### config.mk
export PLATFORM = sky130hd
export DESIGN_NAME = regs_wr_sched_flat
export DESIGN_NICKNAME = d
export VERILOG_FILES = /design/src/rtl/regs_wr_sched_if.sv /design/src/rtl/regs_wr_sched.sv /design/src/flat_wrapper.sv
export SDC_FILE = /design/constraint.sdc
export NUM_CORES = 1
export LEC_CHECK = 0
export CORE_MARGIN = 2
export CORE_UTILIZATION = 64
export CTS_CLUSTER_DIAMETER = 40
export CTS_CLUSTER_SIZE = 40
export DETAILED_ROUTE_END_ITERATION = 12
export DONT_BUFFER_PORTS = 1
export PLACE_DENSITY = 0.88
export SLEW_MARGIN = 20
export SYNTH_ARGS = -nofsm -noshare
export SYNTH_HDL_FRONTEND = slang
export SYNTH_SLANG_ARGS = --single-unit
### constraint.sdc
create_clock -name clk -period 2.48 [get_ports clk]
set_input_delay 0.496 -clock clk [delete_from_list [all_inputs] [get_ports clk]]
set_output_delay 0.496 -clock clk [all_outputs]
set_load 0.005 [all_outputs]
### src/rtl/regs_wr_sched_if.sv
// Request channel bundle for regs_wr_sched: four valid/ready write requesters
// sharing one interface instance.
interface regs_wr_sched_if #(
  parameter int AW = 3,
  parameter int DW = 8
);
  logic [3:0]    req_valid_i;
  logic [3:0]    req_ready_o;
  logic [AW-1:0] req_addr0_i;
  logic [AW-1:0] req_addr1_i;
  logic [AW-1:0] req_addr2_i;
  logic [AW-1:0] req_addr3_i;
  logic [DW-1:0] req_data0_i;
  logic [DW-1:0] req_data1_i;
  logic [DW-1:0] req_data2_i;
  logic [DW-1:0] req_data3_i;

  modport master (
    output req_valid_i,
    output req_addr0_i, req_addr1_i,
    output req_addr2_i, req_addr3_i,
    output req_data0_i, req_data1_i,
    output req_data2_i, req_data3_i,
    input  req_ready_o
  );

  modport slave (
    input  req_valid_i,
    input  req_addr0_i, req_addr1_i,
    input  req_addr2_i, req_addr3_i,
    input  req_data0_i, req_data1_i,
    input  req_data2_i, req_data3_i,
    output req_ready_o
  );
endinterface

### src/rtl/regs_wr_sched.sv
// 8080 register-file write scheduler: 4 holding slots, rotating same-address
// arbitration, packed 4-port write. REGS_WR_SCHED_FIXED_PRIO_EN: fixed priority.
module regs_wr_sched #(
  parameter int AW = 3,
  parameter int DW = 8
) (
  input  logic             clk,
  input  logic             rst_n,
  regs_wr_sched_if.slave   req,
  output logic             rf_wen_o,
  output logic [AW-1:0]    rf_waddr0_o,
  output logic [AW-1:0]    rf_waddr1_o,
  output logic [AW-1:0]    rf_waddr2_o,
  output logic [AW-1:0]    rf_waddr3_o,
  output logic [DW-1:0]    rf_wdata0_o,
  output logic [DW-1:0]    rf_wdata1_o,
  output logic [DW-1:0]    rf_wdata2_o,
  output logic [DW-1:0]    rf_wdata3_o,
  output logic [2**AW-1:0] pend_mask_o,
  output logic             busy_o
);

  logic [3:0]    hold_v;
  logic [AW-1:0] hold_a [4];
  logic [DW-1:0] hold_d [4];
  logic [AW-1:0] in_a [4];
  logic [DW-1:0] in_d [4];
  logic [AW-1:0] port_a [4];
  logic [DW-1:0] port_d [4];
  logic [AW-1:0] nxt_a [4];
  logic [DW-1:0] nxt_d [4];
  logic [1:0]    rk [4];
  logic [3:0]    grant;
  logic [3:0]    ready;
  logic [3:0]    fire;
  logic [1:0]    lo;
  logic [1:0]    rr_ptr;
  logic          deny;

  assign in_a[0] = req.req_addr0_i;
  assign in_a[1] = req.req_addr1_i;
  assign in_a[2] = req.req_addr2_i;
  assign in_a[3] = req.req_addr3_i;
  assign in_d[0] = req.req_data0_i;
  assign in_d[1] = req.req_data1_i;
  assign in_d[2] = req.req_data2_i;
  assign in_d[3] = req.req_data3_i;

`ifdef REGS_WR_SCHED_FIXED_PRIO_EN
  assign rr_ptr = 2'd0;
`else
  always_ff @(posedge clk or negedge rst_n) begin
    if (!rst_n) begin
      rr_ptr <= 2'd0;
    end else if (deny) begin
      rr_ptr <= rr_ptr + 2'd1;
    end
  end
`endif

  // rank 0 is the highest priority this cycle
  always_comb begin
    for (int i = 0; i < 4; i++) begin
      rk[i] = 2'(i) - rr_ptr;
    end
  end

  always_comb begin
    grant = '0;
    for (int i = 0; i < 4; i++) begin
      grant[i] = hold_v[i];
      for (int j = 0; j < 4; j++) begin
        if (j != i && hold_v[j] &&
            hold_a[j] == hold_a[i] &&
            rk[j] < rk[i]) begin
          grant[i] = 1'b0;
        end
      end
    end
  end

  assign deny  = |(hold_v & ~grant);
  assign ready = ~hold_v | grant;
  assign fire  = req.req_valid_i & ready;
  assign req.req_ready_o = ready;

  always_ff @(posedge clk or negedge rst_n) begin
    if (!rst_n) begin
      hold_v <= '0;
      for (int i = 0; i < 4; i++) begin
        hold_a[i] <= '0;
        hold_d[i] <= '0;
      end
    end else begin
      for (int i = 0; i < 4; i++) begin
        if (fire[i]) begin
          hold_v[i] <= 1'b1;
          hold_a[i] <= in_a[i];
          hold_d[i] <= in_d[i];
        end else if (grant[i]) begin
          hold_v[i] <= 1'b0;
        end
      end
    end
  end

  // idle ports mirror the lowest granted write so duplicates are harmless
  always_comb begin
    lo = 2'd0;
    for (int i = 3; i >= 0; i--) begin
      if (grant[i]) lo = 2'(i);
    end
    for (int i = 0; i < 4; i++) begin
      nxt_a[i] = grant[i] ? hold_a[i] : hold_a[lo];
      nxt_d[i] = grant[i] ? hold_d[i] : hold_d[lo];
    end
  end

  always_ff @(posedge clk or negedge rst_n) begin
    if (!rst_n) begin
      rf_wen_o <= 1'b0;
      for (int i = 0; i < 4; i++) begin
        port_a[i] <= '0;
        port_d[i] <= '0;
      end
    end else begin
      rf_wen_o <= |grant;
      if (|grant) begin
        for (int i = 0; i < 4; i++) begin
          port_a[i] <= nxt_a[i];
          port_d[i] <= nxt_d[i];
        end
      end
    end
  end

  assign rf_waddr0_o = port_a[0];
  assign rf_waddr1_o = port_a[1];
  assign rf_waddr2_o = port_a[2];
  assign rf_waddr3_o = port_a[3];
  assign rf_wdata0_o = port_d[0];
  assign rf_wdata1_o = port_d[1];
  assign rf_wdata2_o = port_d[2];
  assign rf_wdata3_o = port_d[3];

  always_comb begin
    pend_mask_o = '0;
    for (int i = 0; i < 4; i++) begin
      if (hold_v[i]) pend_mask_o[hold_a[i]] = 1'b1;
      if (rf_wen_o)  pend_mask_o[port_a[i]] = 1'b1;
    end
  end

  assign busy_o = |hold_v | rf_wen_o;

endmodule
### src/flat_wrapper.sv
// flat-port wrapper written by rule: the top's interface ports become plain ports
module regs_wr_sched_flat 
#(
  parameter int AW = 3,
  parameter int DW = 8
)
  (clk, rst_n, rf_wen_o, rf_waddr0_o, rf_waddr1_o, rf_waddr2_o, rf_waddr3_o, rf_wdata0_o, rf_wdata1_o, rf_wdata2_o, rf_wdata3_o, pend_mask_o, busy_o, req_req_valid_i, req_req_addr0_i, req_req_addr1_i, req_req_addr2_i, req_req_addr3_i, req_req_data0_i, req_req_data1_i, req_req_data2_i, req_req_data3_i, req_req_ready_o);
  regs_wr_sched_if #(.AW(AW), .DW(DW)) req_i ();
  input  logic clk;
  input  logic rst_n;
  output logic rf_wen_o;
  output logic [AW-1:0] rf_waddr0_o;
  output logic [AW-1:0] rf_waddr1_o;
  output logic [AW-1:0] rf_waddr2_o;
  output logic [AW-1:0] rf_waddr3_o;
  output logic [DW-1:0] rf_wdata0_o;
  output logic [DW-1:0] rf_wdata1_o;
  output logic [DW-1:0] rf_wdata2_o;
  output logic [DW-1:0] rf_wdata3_o;
  output logic [2**AW-1:0] pend_mask_o;
  output logic busy_o;
  input wire logic [$bits(req_i.req_valid_i)-1:0] req_req_valid_i;
  input wire logic [$bits(req_i.req_addr0_i)-1:0] req_req_addr0_i;
  input wire logic [$bits(req_i.req_addr1_i)-1:0] req_req_addr1_i;
  input wire logic [$bits(req_i.req_addr2_i)-1:0] req_req_addr2_i;
  input wire logic [$bits(req_i.req_addr3_i)-1:0] req_req_addr3_i;
  input wire logic [$bits(req_i.req_data0_i)-1:0] req_req_data0_i;
  input wire logic [$bits(req_i.req_data1_i)-1:0] req_req_data1_i;
  input wire logic [$bits(req_i.req_data2_i)-1:0] req_req_data2_i;
  input wire logic [$bits(req_i.req_data3_i)-1:0] req_req_data3_i;
  output wire logic [$bits(req_i.req_ready_o)-1:0] req_req_ready_o;
  assign req_i.req_valid_i = req_req_valid_i;
  assign req_i.req_addr0_i = req_req_addr0_i;
  assign req_i.req_addr1_i = req_req_addr1_i;
  assign req_i.req_addr2_i = req_req_addr2_i;
  assign req_i.req_addr3_i = req_req_addr3_i;
  assign req_i.req_data0_i = req_req_data0_i;
  assign req_i.req_data1_i = req_req_data1_i;
  assign req_i.req_data2_i = req_req_data2_i;
  assign req_i.req_data3_i = req_req_data3_i;
  assign req_req_ready_o = req_i.req_ready_o;
  regs_wr_sched #(.AW(AW), .DW(DW)) u_core (.clk(clk), .rst_n(rst_n), .req(req_i), .rf_wen_o(rf_wen_o), .rf_waddr0_o(rf_waddr0_o), .rf_waddr1_o(rf_waddr1_o), .rf_waddr2_o(rf_waddr2_o), .rf_waddr3_o(rf_waddr3_o), .rf_wdata0_o(rf_wdata0_o), .rf_wdata1_o(rf_wdata1_o), .rf_wdata2_o(rf_wdata2_o), .rf_wdata3_o(rf_wdata3_o), .pend_mask_o(pend_mask_o), .busy_o(busy_o));
endmodule
==> results of run 1 <==
[state kept, by name, indices dropped and copies added (netlist names)]
signal,count
u_core.hold_a,12
u_core.hold_d,32
u_core.hold_v,4
u_core.rf_waddr0_o,3
u_core.rf_waddr1_o,3
u_core.rf_waddr2_o,3
u_core.rf_waddr3_o,3
u_core.rf_wdata0_o,8
u_core.rf_wdata1_o,8
u_core.rf_wdata2_o,8
u_core.rf_wdata3_o,8
u_core.rf_wen_o,1
u_core.rr_ptr,2
[stage by stage]
step | worst slack [ns] | instances | TNS, ns | instance area (sq um)
4_1_cts | -0.00999 | 664 | -0.00999 | 6150
2_1_floorplan | 0.238 | 539 | 0 | 5600
3_5_place_dp | -0.0840 | 645 | -0.434 | 5900
3_3_place_gp | -0.0613 | 645 | -0.252 | 5900
6_report | 0.00281 | 670 | 0 | 6350
5_1_grt | -0.0788 | 670 | -0.497 | 6350
[worst paths after layout]
check | depth (start not counted) | end | slack (ns) | start
max | 5 | req_req_ready_o[1] | 0.003 | u_core.hold_v[3]
max in group asynchronous | 0 | u_core.rf_waddr1_o[2] | 2.48 | rst_n
max reg2reg | 9 | u_core.hold_a[3] | 0.03 | u_core.rr_ptr[0]
min in group clk | 1 | u_core.hold_v[3] | 0.24 | req_req_valid_i[3]
min reg2reg | 1 | u_core.hold_d[8] | 0.59 | u_core.hold_d[8]
min | 0 | u_core.hold_a[6] | -0.19 | rst_n
[layout by cell type (no fill, tap or decap), types with 3 or more instances in the layout]
master,instances
nand2_1,32
xor2_1,9
buf_6,3
mux2_1,10
nor3b_1,4
nor2_1,40
a211o_1,3
buf_4,51
o41ai_2,3
clkbuf_8,9
mux2i_2,5
mux2_2,35
dfrtp_2,18
mux2i_4,3
mux2i_1,14
a211oi_2,12
o22ai_1,43
dfrtp_1,77
nand4_1,5
o21ai_0,5
nand3b_1,4
nand3_1,5
o32ai_1,5
a31oi_1,3
a211oi_1,11
buf_12,7
inv_6,4
a21oi_1,11
a221oi_1,11
xor2_2,9
o21bai_1,10
inv_1,3
or3_1,9
nand2b_1,18
o221ai_1,12
nor3_1,6
ha_1,4
inv_2,4
[synth_stat cells (3+ instances only)]
cell type	number
a211o_1	3
a211oi_1	11
a211oi_2	12
a21oi_1	11
a221oi_1	11
a31oi_1	3
buf_2	20
buf_4	7
buf_6	4
clkbuf_1	22
dfrtp_1	95
ha_1	4
inv_1	6
mux2_1	10
mux2_2	35
mux2i_1	22
nand2_1	34
nand2b_1	18
nand3_1	5
nand3b_1	4
nand4_1	5
nor2_1	40
nor3_1	6
nor3b_1	4
o21ai_0	5
o21bai_1	10
o221ai_1	12
o22ai_1	43
o32ai_1	5
or3_1	9
xor2_1	16
[logic make-up after synthesis]
| logic type | after synthesis | share of synthesized area |
|---|---|---|
| compound gates | 148 | 0.209 |
| simple gates | 144 | 0.134 |
| flops | 95 | 0.425 |
| mux | 67 | 0.130 |
| buf+inv | 62 | 0.0619 |
| xor+xnor | 19 | 0.0324 |
| fa+ha+maj | 4 | 0.00894 |
[critical path, cell delays in order (launching register included)]
cell	delay [ns]
dfrtp_1	0.62
nand2_1	0.13
nor4_1	0.38
a311o_2	0.27
nand2_2	0.08
buf_4	0.15
[metal layers]
metal	global-route usage	vias to the layer above	wire [um]
met3	0.0662	66	1290
met4	0.171	0	842
met1	0.419	2322	6280
met5	0	-	0
li1	-	2057	-
met2	0.604	262	8590
[final cells by class]
class,instances,area share
inverter,7,0.00414
clock inverter,7,0.0101
sequential,95,0.378
clock buffer,9,0.0195
timing repair buffer,62,0.0885
tap,108,0.0213
multi-input combinational,382,0.478
[repair_timing]
action | 4_1_cts | 5_1_grt
buffers inserted | 3 | 6
setup endpoints to repair | 23 | 41
pin swaps | 3 | 6
cloned | 0 | 0
endpoints found under the hold margin | 95 | 95
gates resized for setup | 15 | 38
==> reports/summary.txt, run 1 <==
CTS Sinks = 95
WS Path Type = flop to primary output
Slew @ Worst Pin = 0.433 ns
post-synthesis sequential area ratio = 0.425
Skew-Pair Late Insertion Delay = 0.36 ns
Fillers = 617
final hold violations = 95
flops & latches, synth = 95
Synth async-reset ratio = 1.00
Core Util, Final = 0.739
CP Capture Type = primary output
Worst Skew = 0.0109 ns
CTS tree = done
Die Width = 97.5 um
Ports = 108
H-tree Lvls = 3
status = finished, violations left
Setup violations, final = 0
footprint of the multi-input gates = 3040 sq um
min Tclk post-route = 2.48 ns
prevailing post-synth register cell = dfrtp_1
Avg Inst Size Synth = 10.4 sq um
failing checks = negative hold slack
Clock transition at path regs = 0.10 ns
Synth area leader = dfrtp_1
storage element area = 2400 sq um
Max Slew Vio Count = 0
initial antenna violation count = 0
Total Routing Usage GR = 0.350
First DRT Iteration DRCs = 351
crit start category = flop
GPL Wtd Cong = 1.00
IO Port Bufs = 0
CTS Buffer Depth = 2
FMAX = 404 MHz
period utilization = 0.999
detailed placement HPWL = 12.2 mm
final wirelength = 17.0 mm
die height = 97.5 um
Synth Net Count = 593
Starting Density = 0.651
mapped cell area = 5600 sq um
CP required = 1.98 ns
CTS buffer count = 9
vias per std cell = 7.03
number of detailed-route iterations in the first pass = 5
top area cells in the synthesized netlist = dfrtp_1 42%, mux2_2 7.0%, o22ai_1 4.8%
Post-route DRC = 0
Synth Warn # = 0
DR vias = 4707
ant diodes = 0
drt wl/cell = 25.4 um
max cap viols = 0
NumNets Final = 611
Hold Slack = -0.186 ns
full die area = 9510 sq um
Rel. slew slack = 0.711
root buf cell = clkbuf_8
layout cells sized above 1 = 0.326
worst-path maximum fanout = 9
vias in the first global route = 4677
CORE AREA = 8590 sq um
Cell variety after synth = 62
row count = 34
first-pass GRT wire length = 25.6 mm
unrepaired setup endpoints after global routing = yes
area fraction of the dominant cell type after synthesis = 0.425
pin count of the biggest net entering global routing = 96
Final ANT Viol Nets = 0
HP Class = input port to async pin
EDFF count, synth = 0
Overflow after GRT = 0
Worst EP arrival = 1.98 ns
Area Growth Syn to Fin = 13.4%
Mapped Cells = 539
Power of run 1 is not shown: default switching activity piles up to over one toggle a cycle in this logic, so the estimate is an artifact.
==> inputs of run 2 (changes only) <==
Settings changed: PLACE_DENSITY 0.88 to 0.78.
==> run 2 against run 1 <==
  * The run still ends with negative hold slack left
  * Global-route usage decreased by 1.2 points
  * Die area unchanged
  * Worst hold slack about the same
  * Fmax increased by 1.8%
  * Critical path type unchanged
  * Critical endpoint is now pend_mask_o[1]
==> reports/summary.txt, run 2 (synthesis gave the netlist of run 1 again) <==
DP Worst Slack = -0.124 ns
reg2reg setup slack = 0.07 ns
Clock transition at path regs = 0.10 ns
Ports = 108
First DRT Iteration DRCs = 382
row count = 34
status = finished, violations left
failing checks = negative hold slack
Post-route DRC = 0
vias per std cell = 7.17
Slew @ Worst Pin = 0.414 ns
Overflow after GRT = 0
IO Port Bufs = 0
detailed placement HPWL = 11.2 mm
FMAX = 411 MHz
Setup violations, final = 0
Reg-to-Reg Start = u_core.rr_ptr[0]
number of detailed-route iterations in the first pass = 5
Total Routing Usage GR = 0.338
Worst Skew = 0.0151 ns
final wirelength = 16.3 mm
Post-DP Area = 5780 sq um
first-pass GRT wire length = 25.3 mm
H-tree Lvls = 3
cell area after layout = 6190 sq um
Skew-Pair Late Insertion Delay = 0.36 ns
max cap viols = 0
top flop regs = u_core.hold_d (32), u_core.hold_a (12)
full die area = 9510 sq um
Max Slew Vio Count = 0
max reg flops = 32
most frequent cells in the layout = 84 x dfrtp_1, 42 x o22ai_1, 40 x nor2_1, 35 x mux2_2
Die Width = 97.5 um
Final WS setup = 0.0460 ns
root buf cell = clkbuf_8
Area Growth Syn to Fin = 10.5%
CORE AREA = 8590 sq um
final hold violations = 95
Starting Density = 0.651
crit start category = flop
Rel. slew slack = 0.724
initial antenna violation count = 0
die height = 97.5 um
commonest non-fill, non-tap cell in the layout = dfrtp_1
Final ANT Viol Nets = 0
worst-path maximum fanout = 7
layout cells sized above 1 = 0.281
Worst R2R End = u_core.rf_wdata0_o[0]
CTS tree = done
CP required = 1.98 ns
Hold Slack = -0.186 ns
vias in the first global route = 4599
HP Class = input port to async pin
GPL Wtd Cong = 0.935
period utilization = 0.981
NumNets Final = 593
ant diodes = 0
Top reg by flops = u_core.hold_d
pin count of the biggest net entering global routing = 96
drt wl/cell = 24.9 um
CTS buffer count = 9
WS Path Type = flop to primary output
DR vias = 4675
min Tclk post-route = 2.43 ns
CTS Buffer Depth = 2
CP Capture Type = primary output
Fin Setup TNS = 0 ns
CTS Sinks = 95
Worst Reg-to-Reg Cells = 9
Worst EP arrival = 1.94 ns
## run 2: repair_timing
action | CTS | global route
gates cloned | 0 | 2
setup endpoints to repair | 41 | 64
buffers inserted | 1 | 4
pin swaps | 1 | 5
hold endpoints to repair | 95 | 95
gates resized for setup | 6 | 35
## run 2: worst max-delay path by stage
stage,slack (ns),startpoint,cells past startpoint,endpoint
after floorplan,0.24,u_core.rr_ptr[0],10,u_core.hold_a[3]
after global placement,0.009,u_core.rr_ptr[1],9,u_core.rf_wdata0_o[7]
after detailed placement,-0.12,u_core.rr_ptr[1],9,u_core.rf_wdata2_o[7]
after CTS,-0.01,u_core.rr_ptr[1],9,u_core.rf_wdata2_o[7]
after global routing,-0.01,u_core.rr_ptr[1],10,u_core.rf_wdata1_o[1]
final,0.05,u_core.rf_waddr1_o[0],4,pend_mask_o[1]
## run 2: critical path: stages, from the launching register on
cell and delay (ns):
dfrtp_2 0.48, inv_1 0.16, o32ai_1 0.11, o31a_1 0.29
or4_1 0.55
## run 2: cell type report
| class | count | area (sq um) |
|---|---|---|
| Multi-Input combinational cell | 382 | 3010 |
| Fill cell | 603 | 2410 |
| Sequential cell | 95 | 2390 |
| Timing Repair Buffer | 44 | 444 |
| Tap cell | 108 | 135 |
| Clock buffer | 10 | 128 |
| Clock inverter | 6 | 55.1 |
| Inverter | 7 | 26.3 |
## run 2: metal layers
metal | global-route usage | wire (um) | share of wire
met3 | 0.0705 | 1340 | 0.083
met4 | 0.151 | 685 | 0.042
met2 | 0.577 | 8220 | 0.51
met1 | 0.414 | 6010 | 0.37
met5 | 0 | 0 | 0
## run 2: stage by stage
| step | instances | util |
|---|---|---|
| 2_1_floorplan | 539 | - |
| 3_3_place_gp | 629 | 0.672 |
| 3_5_place_dp | 629 | 0.672 |
| 4_1_cts | 646 | 0.698 |
| 5_1_grt | 652 | 0.720 |
| 6_report | 652 | 0.720 |
Power of run 2 is left out for the same reason.
